===== src/rtl/vend_dispense_arbiter_if.sv =====
// Dispenser handshake bundle between the vending controller and the shared dispenser.
// disp_req/disp_sel come from the controller; disp_ready/disp_done come back from the dispenser.
interface vend_dispense_arbiter_if;
    logic disp_req;
    logic disp_sel;
    logic disp_ready;
    logic disp_done;

    modport master (
        output disp_req,
        output disp_sel,
        input  disp_ready,
        input  disp_done
    );

    modport slave (
        input  disp_req,
        input  disp_sel,
        output disp_ready,
        output disp_done
    );
endinterface


===== src/rtl/vend_dispense_arbiter.sv =====
// Vending machine controller: coin credit, coffee/sprite arbitration, dispenser
// sequencing and timed auto-refund of idle credit.
module vend_dispense_arbiter #(
    parameter int PRICE_COFFEE = 1,
    parameter int PRICE_SPRITE = 3,
    parameter int MAX_CREDIT   = 3,
    parameter int CREDIT_W     = 2,
    parameter int IDLE_TIMEOUT = 5000
) (
    input  logic                        clock,
    input  logic                        reset_n,
    input  logic                        coin,
    input  logic                        req_coffee,
    input  logic                        req_sprite,
    vend_dispense_arbiter_if.master     disp,
    output logic [CREDIT_W-1:0]         credit,
    output logic                        refund_pulse,
    output logic                        coin_return,
    output logic                        deny,
    output logic                        led_coffee,
    output logic                        led_sprite,
    output logic                        busy,
    output logic [1:0]                  dbg_state
);

    // Dispenser handshake: disp_req is a valid that stays high with disp_sel
    // stable until a cycle where disp_ready=1; that cycle is the transfer and
    // disp_req drops on the next edge. disp_done is a one-cycle completion
    // strobe and is only honoured in WAIT_DONE.

    typedef enum logic [1:0] {
        IDLE      = 2'd0,
        GRANT     = 2'd1,
        WAIT_DONE = 2'd2,
        REFUND    = 2'd3
    } state_t;

    localparam int TW = $clog2(IDLE_TIMEOUT);
    localparam logic [CREDIT_W-1:0] PRICE_C = CREDIT_W'(PRICE_COFFEE);
    localparam logic [CREDIT_W-1:0] PRICE_S = CREDIT_W'(PRICE_SPRITE);
    localparam logic [CREDIT_W-1:0] MAX_C   = CREDIT_W'(MAX_CREDIT);
    localparam logic [TW-1:0]       T_LAST  = TW'(IDLE_TIMEOUT - 1);

    state_t              state, state_nxt;
    logic [CREDIT_W-1:0] credit_q, credit_nxt;
    logic [TW-1:0]       idle_cnt, idle_nxt;
    logic                rr_ptr, rr_nxt;
    logic                disp_req_q, req_nxt;
    logic                disp_sel_q, sel_nxt;
    logic                refund_phase, phase_nxt;
    logic                refund_nxt, coin_ret_nxt, deny_nxt;
    logic                coin_acc;
    logic                any_req;
    logic                aff_c, aff_s;
    logic [CREDIT_W:0]   dec;
    logic [CREDIT_W:0]   sum;

    assign aff_c = (credit_q >= PRICE_C);
    assign aff_s = (credit_q >= PRICE_S);
    assign any_req = req_coffee | req_sprite;

    always_ff @(posedge clock or negedge reset_n) begin
        if (!reset_n) begin
            state        <= IDLE;
            credit_q     <= '0;
            idle_cnt     <= '0;
            rr_ptr       <= 1'b0;
            disp_req_q   <= 1'b0;
            disp_sel_q   <= 1'b0;
            refund_phase <= 1'b0;
            refund_pulse <= 1'b0;
            coin_return  <= 1'b0;
            deny         <= 1'b0;
        end else begin
            state        <= state_nxt;
            credit_q     <= credit_nxt;
            idle_cnt     <= idle_nxt;
            rr_ptr       <= rr_nxt;
            disp_req_q   <= req_nxt;
            disp_sel_q   <= sel_nxt;
            refund_phase <= phase_nxt;
            refund_pulse <= refund_nxt;
            coin_return  <= coin_ret_nxt;
            deny         <= deny_nxt;
        end
    end

    always_comb begin
        state_nxt    = state;
        rr_nxt       = rr_ptr;
        req_nxt      = disp_req_q;
        sel_nxt      = disp_sel_q;
        phase_nxt    = 1'b0;
        refund_nxt   = 1'b0;
        deny_nxt     = 1'b0;
        idle_nxt     = '0;
        coin_acc     = 1'b0;
        coin_ret_nxt = 1'b0;
        dec          = '0;
        sum          = '0;
        credit_nxt   = credit_q;

        // Saturation is judged on the pre-cycle credit; refunds never take coins.
        if (coin) begin
            if (state != REFUND && credit_q < MAX_C) coin_acc = 1'b1;
            else                                     coin_ret_nxt = 1'b1;
        end

        case (state)
            IDLE: begin
                if (req_coffee && aff_c && req_sprite && aff_s) begin
                    state_nxt = GRANT;
                    req_nxt   = 1'b1;
                    sel_nxt   = rr_ptr;
                    rr_nxt    = ~rr_ptr;
                    deny_nxt  = 1'b1;
                end else if (req_coffee && aff_c) begin
                    state_nxt = GRANT;
                    req_nxt   = 1'b1;
                    sel_nxt   = 1'b0;
                    deny_nxt  = req_sprite;
                end else if (req_sprite && aff_s) begin
                    state_nxt = GRANT;
                    req_nxt   = 1'b1;
                    sel_nxt   = 1'b1;
                    deny_nxt  = req_coffee;
                end else if (any_req) begin
                    deny_nxt = 1'b1;
                end else if (!coin && credit_q != '0) begin
                    if (idle_cnt == T_LAST) state_nxt = REFUND;
                    else                    idle_nxt  = idle_cnt + TW'(1);
                end
            end
            GRANT: begin
                deny_nxt = any_req;
                if (disp_req_q && disp.disp_ready) begin
                    dec       = {1'b0, (disp_sel_q ? PRICE_S : PRICE_C)};
                    req_nxt   = 1'b0;
                    state_nxt = WAIT_DONE;
                end
            end
            WAIT_DONE: begin
                deny_nxt = any_req;
                if (disp.disp_done) state_nxt = IDLE;
            end
            REFUND: begin
                deny_nxt = any_req;
                // Phase 0 issues a pulse (or exits once drained); phase 1 is the gap.
                if (!refund_phase) begin
                    if (credit_q == '0) begin
                        state_nxt = IDLE;
                    end else begin
                        refund_nxt = 1'b1;
                        dec        = {{CREDIT_W{1'b0}}, 1'b1};
                        phase_nxt  = 1'b1;
                    end
                end
            end
            default: state_nxt = IDLE;
        endcase

        sum        = {1'b0, credit_q} + {{CREDIT_W{1'b0}}, coin_acc} - dec;
        credit_nxt = sum[CREDIT_W-1:0];
    end

    assign disp.disp_req = disp_req_q;
    assign disp.disp_sel = disp_sel_q;
    assign credit        = credit_q;
    assign led_coffee    = (state == IDLE) && aff_c;
    assign led_sprite    = (state == IDLE) && aff_s;
    assign busy          = (state != IDLE);
    assign dbg_state     = state;

endmodule


===== src/flat_wrapper.sv =====
// flat-port wrapper written by rule: the top's interface ports become plain ports
module vend_dispense_arbiter_flat 
#(
    parameter int PRICE_COFFEE = 1,
    parameter int PRICE_SPRITE = 3,
    parameter int MAX_CREDIT   = 3,
    parameter int CREDIT_W     = 2,
    parameter int IDLE_TIMEOUT = 5000
)
  (clock, reset_n, coin, req_coffee, req_sprite, credit, refund_pulse, coin_return, deny, led_coffee, led_sprite, busy, dbg_state, disp_disp_req, disp_disp_sel, disp_disp_ready, disp_disp_done);
  vend_dispense_arbiter_if disp_i ();
  input  logic clock;
  input  logic reset_n;
  input  logic coin;
  input  logic req_coffee;
  input  logic req_sprite;
  output logic [CREDIT_W-1:0] credit;
  output logic refund_pulse;
  output logic coin_return;
  output logic deny;
  output logic led_coffee;
  output logic led_sprite;
  output logic busy;
  output logic [1:0] dbg_state;
  output wire logic [$bits(disp_i.disp_req)-1:0] disp_disp_req;
  output wire logic [$bits(disp_i.disp_sel)-1:0] disp_disp_sel;
  input wire logic [$bits(disp_i.disp_ready)-1:0] disp_disp_ready;
  input wire logic [$bits(disp_i.disp_done)-1:0] disp_disp_done;
  assign disp_disp_req = disp_i.disp_req;
  assign disp_disp_sel = disp_i.disp_sel;
  assign disp_i.disp_ready = disp_disp_ready;
  assign disp_i.disp_done = disp_disp_done;
  vend_dispense_arbiter #(.PRICE_COFFEE(PRICE_COFFEE), .PRICE_SPRITE(PRICE_SPRITE), .MAX_CREDIT(MAX_CREDIT), .CREDIT_W(CREDIT_W), .IDLE_TIMEOUT(IDLE_TIMEOUT)) u_core (.clock(clock), .reset_n(reset_n), .coin(coin), .req_coffee(req_coffee), .req_sprite(req_sprite), .disp(disp_i), .credit(credit), .refund_pulse(refund_pulse), .coin_return(coin_return), .deny(deny), .led_coffee(led_coffee), .led_sprite(led_sprite), .busy(busy), .dbg_state(dbg_state));
endmodule

===== config.mk =====
export PLATFORM = sky130hd
export DESIGN_NAME = vend_dispense_arbiter_flat
export DESIGN_NICKNAME = d
export VERILOG_FILES = /design/src/rtl/vend_dispense_arbiter_if.sv /design/src/rtl/vend_dispense_arbiter.sv /design/src/flat_wrapper.sv
export SDC_FILE = /design/constraint.sdc
export NUM_CORES = 1
export LEC_CHECK = 0
export ABC_AREA = 1
export BUFFER_PORTS_ARGS = -buffer_cell sky130_fd_sc_hd__buf_2
export CORE_AREA = 2 2 52 54
export DETAILED_ROUTE_END_ITERATION = 12
export DIE_AREA = 0 0 54 56
export GPL_TIMING_DRIVEN = 1
export PLACE_DENSITY = 0.76
export SYNTH_ARGS = -nofsm -noshare
export SYNTH_HDL_FRONTEND = slang
export SYNTH_SLANG_ARGS = --single-unit

===== constraint.sdc =====
create_clock -name clock -period 2.2 [get_ports clock]
set_input_delay 0.22 -clock clock [delete_from_list [all_inputs] [get_ports clock]]
set_output_delay 0.22 -clock clock [all_outputs]
set_load 0.005 [all_outputs]

* Word level (Yosys, flattened, before mapping) *
Cells that the tools add are included.

storage, ports and cells
  register bits = 23
  bits of input ports = 7
  output and inout bits = 12
  logic and storage cells = 93

cells by class
  $add $sub $neg = 3
  magnitude comparators = 3
  equality and inequality tests = 13
  muxes and demuxes = 42
  bitwise logic cells = 2
  reductions and logical operators = 21

operators with widths
  kind                   number
  $mux 13                7
  $mux 2                 12
  $mux 1                 19
  $add 13x1->13 const B  1
  $eq 13x13->1 const B   1
  $ne 5x1->1 const B     2
  $logic_and 1x1->1      9
  $pmux 2 s4             1
  $reduce_and 7->1       1
  $ne 2x2->1 const B     3
  $reduce_bool 2->1      3
  $ne 5x5->1 const B     1
  $eq 2x2->1 const B     2
  $logic_not 2->1        2
  $ne 2x1->1 const B     2
  $ne 4x1->1 const B     1
  $pmux 1 s2             2
  $pmux 2 s2             1
  $reduce_and 2->1       2
  $reduce_and 3->1       1
  $reduce_bool 3->1      1
  $reduce_or 3->1        1
  $add 2x1->2            1
  $eq 2x1->1 const B     1
  7 further kinds        7

* Longest topological paths before layout *
  depth in word-level cells = 8
  gate-level depth with buffers = 13
  gate-level depth less buffers = 13

* Least setup slack after synthesis *
Ideal clock, no wire load.

  kind = reg-to-reg
  start = register u_core.state[0] (netlist: u_core.dbg_state[0])
  end = register u_core.credit_q[1] (netlist: u_core.credit[1])
  library setup time = 113 ps
  data arrival time = 1767 ps
  data required time = 2087 ps
  path slack = 320 ps
  cell stages (with the launch flop) = 13
  buffers on the path = 0
  period minus slack after synthesis = 1880 ps
  path through = dfrtp_1 -> inv_1 -> nor2_1 -> nand3_1 -> o21ai_0 -> ha_1 -> inv_1 -> ha_1 -> xor2_1 -> xor2_1 -> o21ai_0 -> nand2_1 -> inv_1

between the ends
  word-level cells in the longest chain between the ends = 6
  elaborated cells on any way between the ends = 9
  classes of those cells = add/sub: 2; eq/ne: 3; mux: 3; reduce/logical: 1

RTL lines
  item                    RTL line                      source
  start, declared         vend_dispense_arbiter.sv:44   state_t state, state_nxt;
  start signal, assigned  vend_dispense_arbiter.sv:75   state <= state_nxt;
  $ne 2x2->1              vend_dispense_arbiter.sv:105  if (state != REFUND && credit_q < MAX_C) coin_acc = 1'b1;
  $logic_and 1x1->1       vend_dispense_arbiter.sv:105
  $mux 1                  vend_dispense_arbiter.sv:105
  $mux 1                  vend_dispense_arbiter.sv:104  if (coin) begin
  $add 2x1->2             vend_dispense_arbiter.sv:162  sum = {1'b0, credit_q} + {{CREDIT_W{1'b0}}, coin_acc} - dec;
  $sub 2x2->2 *           vend_dispense_arbiter.sv:162
  net u_core.sum[1]       vend_dispense_arbiter.sv:56   logic [CREDIT_W:0] sum;
  end signal, assigned    vend_dispense_arbiter.sv:76   credit_q <= credit_nxt;
  end, declared           vend_dispense_arbiter.sv:45   logic [CREDIT_W-1:0] credit_q, credit_nxt;

The timed path passes the listed nets; every way through them passes the cells marked *.
A chain may end at the register's enable or synchronous reset.

* Worst setup path after layout *
  start = register u_core.credit_q[0] (netlist: u_core.credit[0])
  end = register u_core.credit_q[1] (netlist: u_core.credit[1])

between the ends
  word-level cells in the longest chain between the ends = 6
  elaborated cells on any way between the ends = 10
  classes of those cells = add/sub: 2; order compare: 1; mux: 5; reduce/logical: 2

RTL lines
  item               RTL line
  $lt 2x2->1         vend_dispense_arbiter.sv:105
  $logic_and 1x1->1  vend_dispense_arbiter.sv:105
  $mux 1             vend_dispense_arbiter.sv:105
  $mux 1             vend_dispense_arbiter.sv:104
  $add 2x1->2        vend_dispense_arbiter.sv:162
  $sub 2x2->2 *      vend_dispense_arbiter.sv:162
  net u_core.sum[1]  vend_dispense_arbiter.sv:56

Marks and branches as above.

==> run_results.csv <==
group,metric,value,unit
critical_path,cp.arrival,2210,ps
timing,hold_viol,0,
run,cap_viol_max_count,0,
synthesis,synth_area_per_cell,7.68,um^2
critical_path,critPathMaxFanout,4,
clock_tree,path_clk_slew,120,ps
synthesis,yosysMostFrequentCell,"nand2_1",
drt,routed_wl,2.75,mm
critical_path,r2r-start,"u_core.credit[0]",
finish,fill_cells,217,
finish,multi_input_area,644,um^2
placement,dpl.hpwl,2.13,mm
finish,drive_gt1_share,25.3,%
timing,slew_viol_final,0,
timing,final-setup-viol-count,0,
die,io_pins,19,
drt,drc_errors,0,
global_route,grt_pass1_wl,4.83,mm
die,die_y,56,um
placement,pre_cts_ws,61.8,ps
timing,fin_tns_setup,0,ps
global_route,grt_pass1_vias,1133,
global_route,antenna_found_initial,0,
hold_path,hp-class,"input pin to register",
timing,grt_setup_unrepaired,"false",
critical_path,crit_start,"u_core.credit[0]",
drt,vias_per_cell,5.15,
synthesis,syn_nets,181,
synthesis,ys_ff_latch,23,
die,start_util,54.0,%
finish,antennaDiodeCount,0,
finish,seqCellArea,578,um^2
synthesis,yosys_warnings,0,
finish,nNetsFinal,205,
power,p_per_area,943,nW/um^2
critical_path,reg2regPathDepth,12,
timing,layout_setup_ws,215,ps
hold_path,hold_path.startpoint,"req_sprite",
placement,gp_congestion,0.864,
clock_tree,numCtsBuffers,3,
clock_tree,clock-sinks,23,
timing,clock.fmax,504,MHz
global_route,globalRouteOverflowTotal,0,
clock_tree,cts_tree,"done",
synthesis,synthArstFlopShare,100,%
finish,syn2layout_area_growth,13.8,%
synthesis,synth_top_area_share,43.8,%
critical_path,critical_path_class,"register to register",
timing,max_slew_margin,65.3,%
finish,post-route-util,61.5,%
synthesis,synth_area_leader_cell,"dfrtp_1",
hold_path,hold_depth,3,
drt,drtIter0Drc,19,
drt,wl_per_cell,12.3,um
timing,skew,0.818,ps
die,die_area,3020,um^2
timing,period_needed,1980,ps
status,status,"finished clean",
clock_tree,max-clock-path-buffers,2,
critical_path,worstPathRequired,2430,ps
synthesis,ys_types,27,
clock_tree,cts_setup_buffers,0,
power,p_leak,0.731,nW
synthesis,yosys-top-cells-count,"nand2_1, inv_1, nor2_1",
critical_path,reg2reg_setup_slack,220,ps
drt,vias,1153,
timing,worst_pin_slew,520,ps
global_route,grt_max_degree,24,
synthesis,synth_edf_count,0,
critical_path,end_kind,"register",
drt,drt_first_pass_iters,4,
synthesis,synth_ff_type,"dfrtp_1",
synthesis,netlist_instances,171,
clock_tree,clk_latency,310,ps
global_route,track_usage,21.4,%
timing,period_share,90.2,%
die,core-area,2430,um^2
synthesis,seq_area_frac_synth,43.8,%
clock_tree,h-tree-depth,1,
die,die_x,54,um
power,ir_drop,0.900,mV
drt,ant_nets,0,
synthesis,synth_area_leaders,"dfrtp_1, nand2_1, inv_1",
clock_tree,cts_root_buffer,"clkbuf_4",
synthesis,synthesis.area,1310,um^2
critical_path,cp-start-kind,"register",
die,core.rowCount,18,
placement,portBuffers,18,
==> sequential cells by signal, indices dropped and copies added, names as in the netlist <==
signal                cells
u_core.disp.disp_req      1
u_core.credit             2
u_core.deny               1
u_core.idle_cnt          13
u_core.dbg_state          2
u_core.refund_pulse       1
u_core.disp.disp_sel      1
u_core.rr_ptr             1
u_core.coin_return        1
==> through the flow <==
stage	instances	hold slack (ps)	cell area, um^2	power (mW)
after floorplan	171	-75.6	1310	0.977
after global placement	219	221	1440	1.15
after detailed placement	219	224	1440	1.19
after CTS	224	171	1480	1.39
after global routing	224	191	1500	1.54
final	224	179	1500	1.41
==> per-layer routing <==
metal	global-route usage [%]	share of wire, %	vias to the layer above
li1	-	-	582
met1	30.2	48	546
met2	31.0	46	20
met3	3.49	4.2	5
met4	10.7	1.7	0
met5	0	0	-
==> cells in the final DEF, fill, tap and decap left out <==
master          n
nor3_4          1
buf_2          18
clkbuf_1        1
nand3_1         7
nor2_2          7
nand2_1        34
clkbuf_4        3
inv_1          24
or2_4           1
o21ai_1         2
dlygate4sd3_1   1
nand2_4         1
xnor2_1         2
xor2_1          3
inv_4           1
o22ai_1         2
nor2_1         23
dfrtp_1        21
inv_2           2
nand2_2         7
nor3_2          1
o21ai_0         5
ha_1            3
nand3_2         3
nand4_1         1
nor3_1          6
a21oi_1         7
and3_1          2
a21o_1          1
nor2_4          1
dfrtp_2         2
clkinv_2        1
==> power by group <==
group / internal, mW / total, mW / switching [mW]
clock: 0.0710 / 0.201 / 0.130
combinational: 0.240 / 0.611 / 0.372
sequential: 0.513 / 0.598 / 0.0853
total: 0.824 / 1.41 / 0.587
==> area by class of cell <==
cell class,count,share of cell area [%]
inverter,28,7.28
tap,30,2.51
multi-input combinational,120,43.1
sequential,23,38.7
clock buffer,4,1.76
timing repair buffer,19,6.69
==> critical path: stages, from the launching register on <==
cell and delay [ps]:
dfrtp_1 410, inv_1 80, nand2_2 130, nand3_2 110, o21ai_1 150, ha_1 240, inv_1 50, ha_1 150
xor2_1 170, xor2_1 180, o21ai_0 110, nand2_1 80, inv_1 30
==> cells by family after synthesis <==
kind of cell               share of synthesized area (%)
adders and majority gates                           2.86
AOI/OAI and AO/OA                                   6.86
DFF                                                 43.8
buffers and inverters                               8.29
xor gates and xnor gates                            3.33
and+or+nand+nor                                     34.9
==> final timing paths <==
path	end
min in group asynchronous	u_core.idle_cnt[9]
worst min register to register	u_core.rr_ptr
worst min-delay path	u_core.deny
max in group asynchronous	u_core.dbg_state[0]
worst max-delay path	u_core.credit[1]
worst max register to register	u_core.credit[1]
==> what timing repair did <==
item	in CTS	in global routing
setup endpoints to repair	0	1
hold buffers	1	0
resized for setup	0	7
endpoints found under the hold margin	23	0
Power figures use the tool's default switching activity.
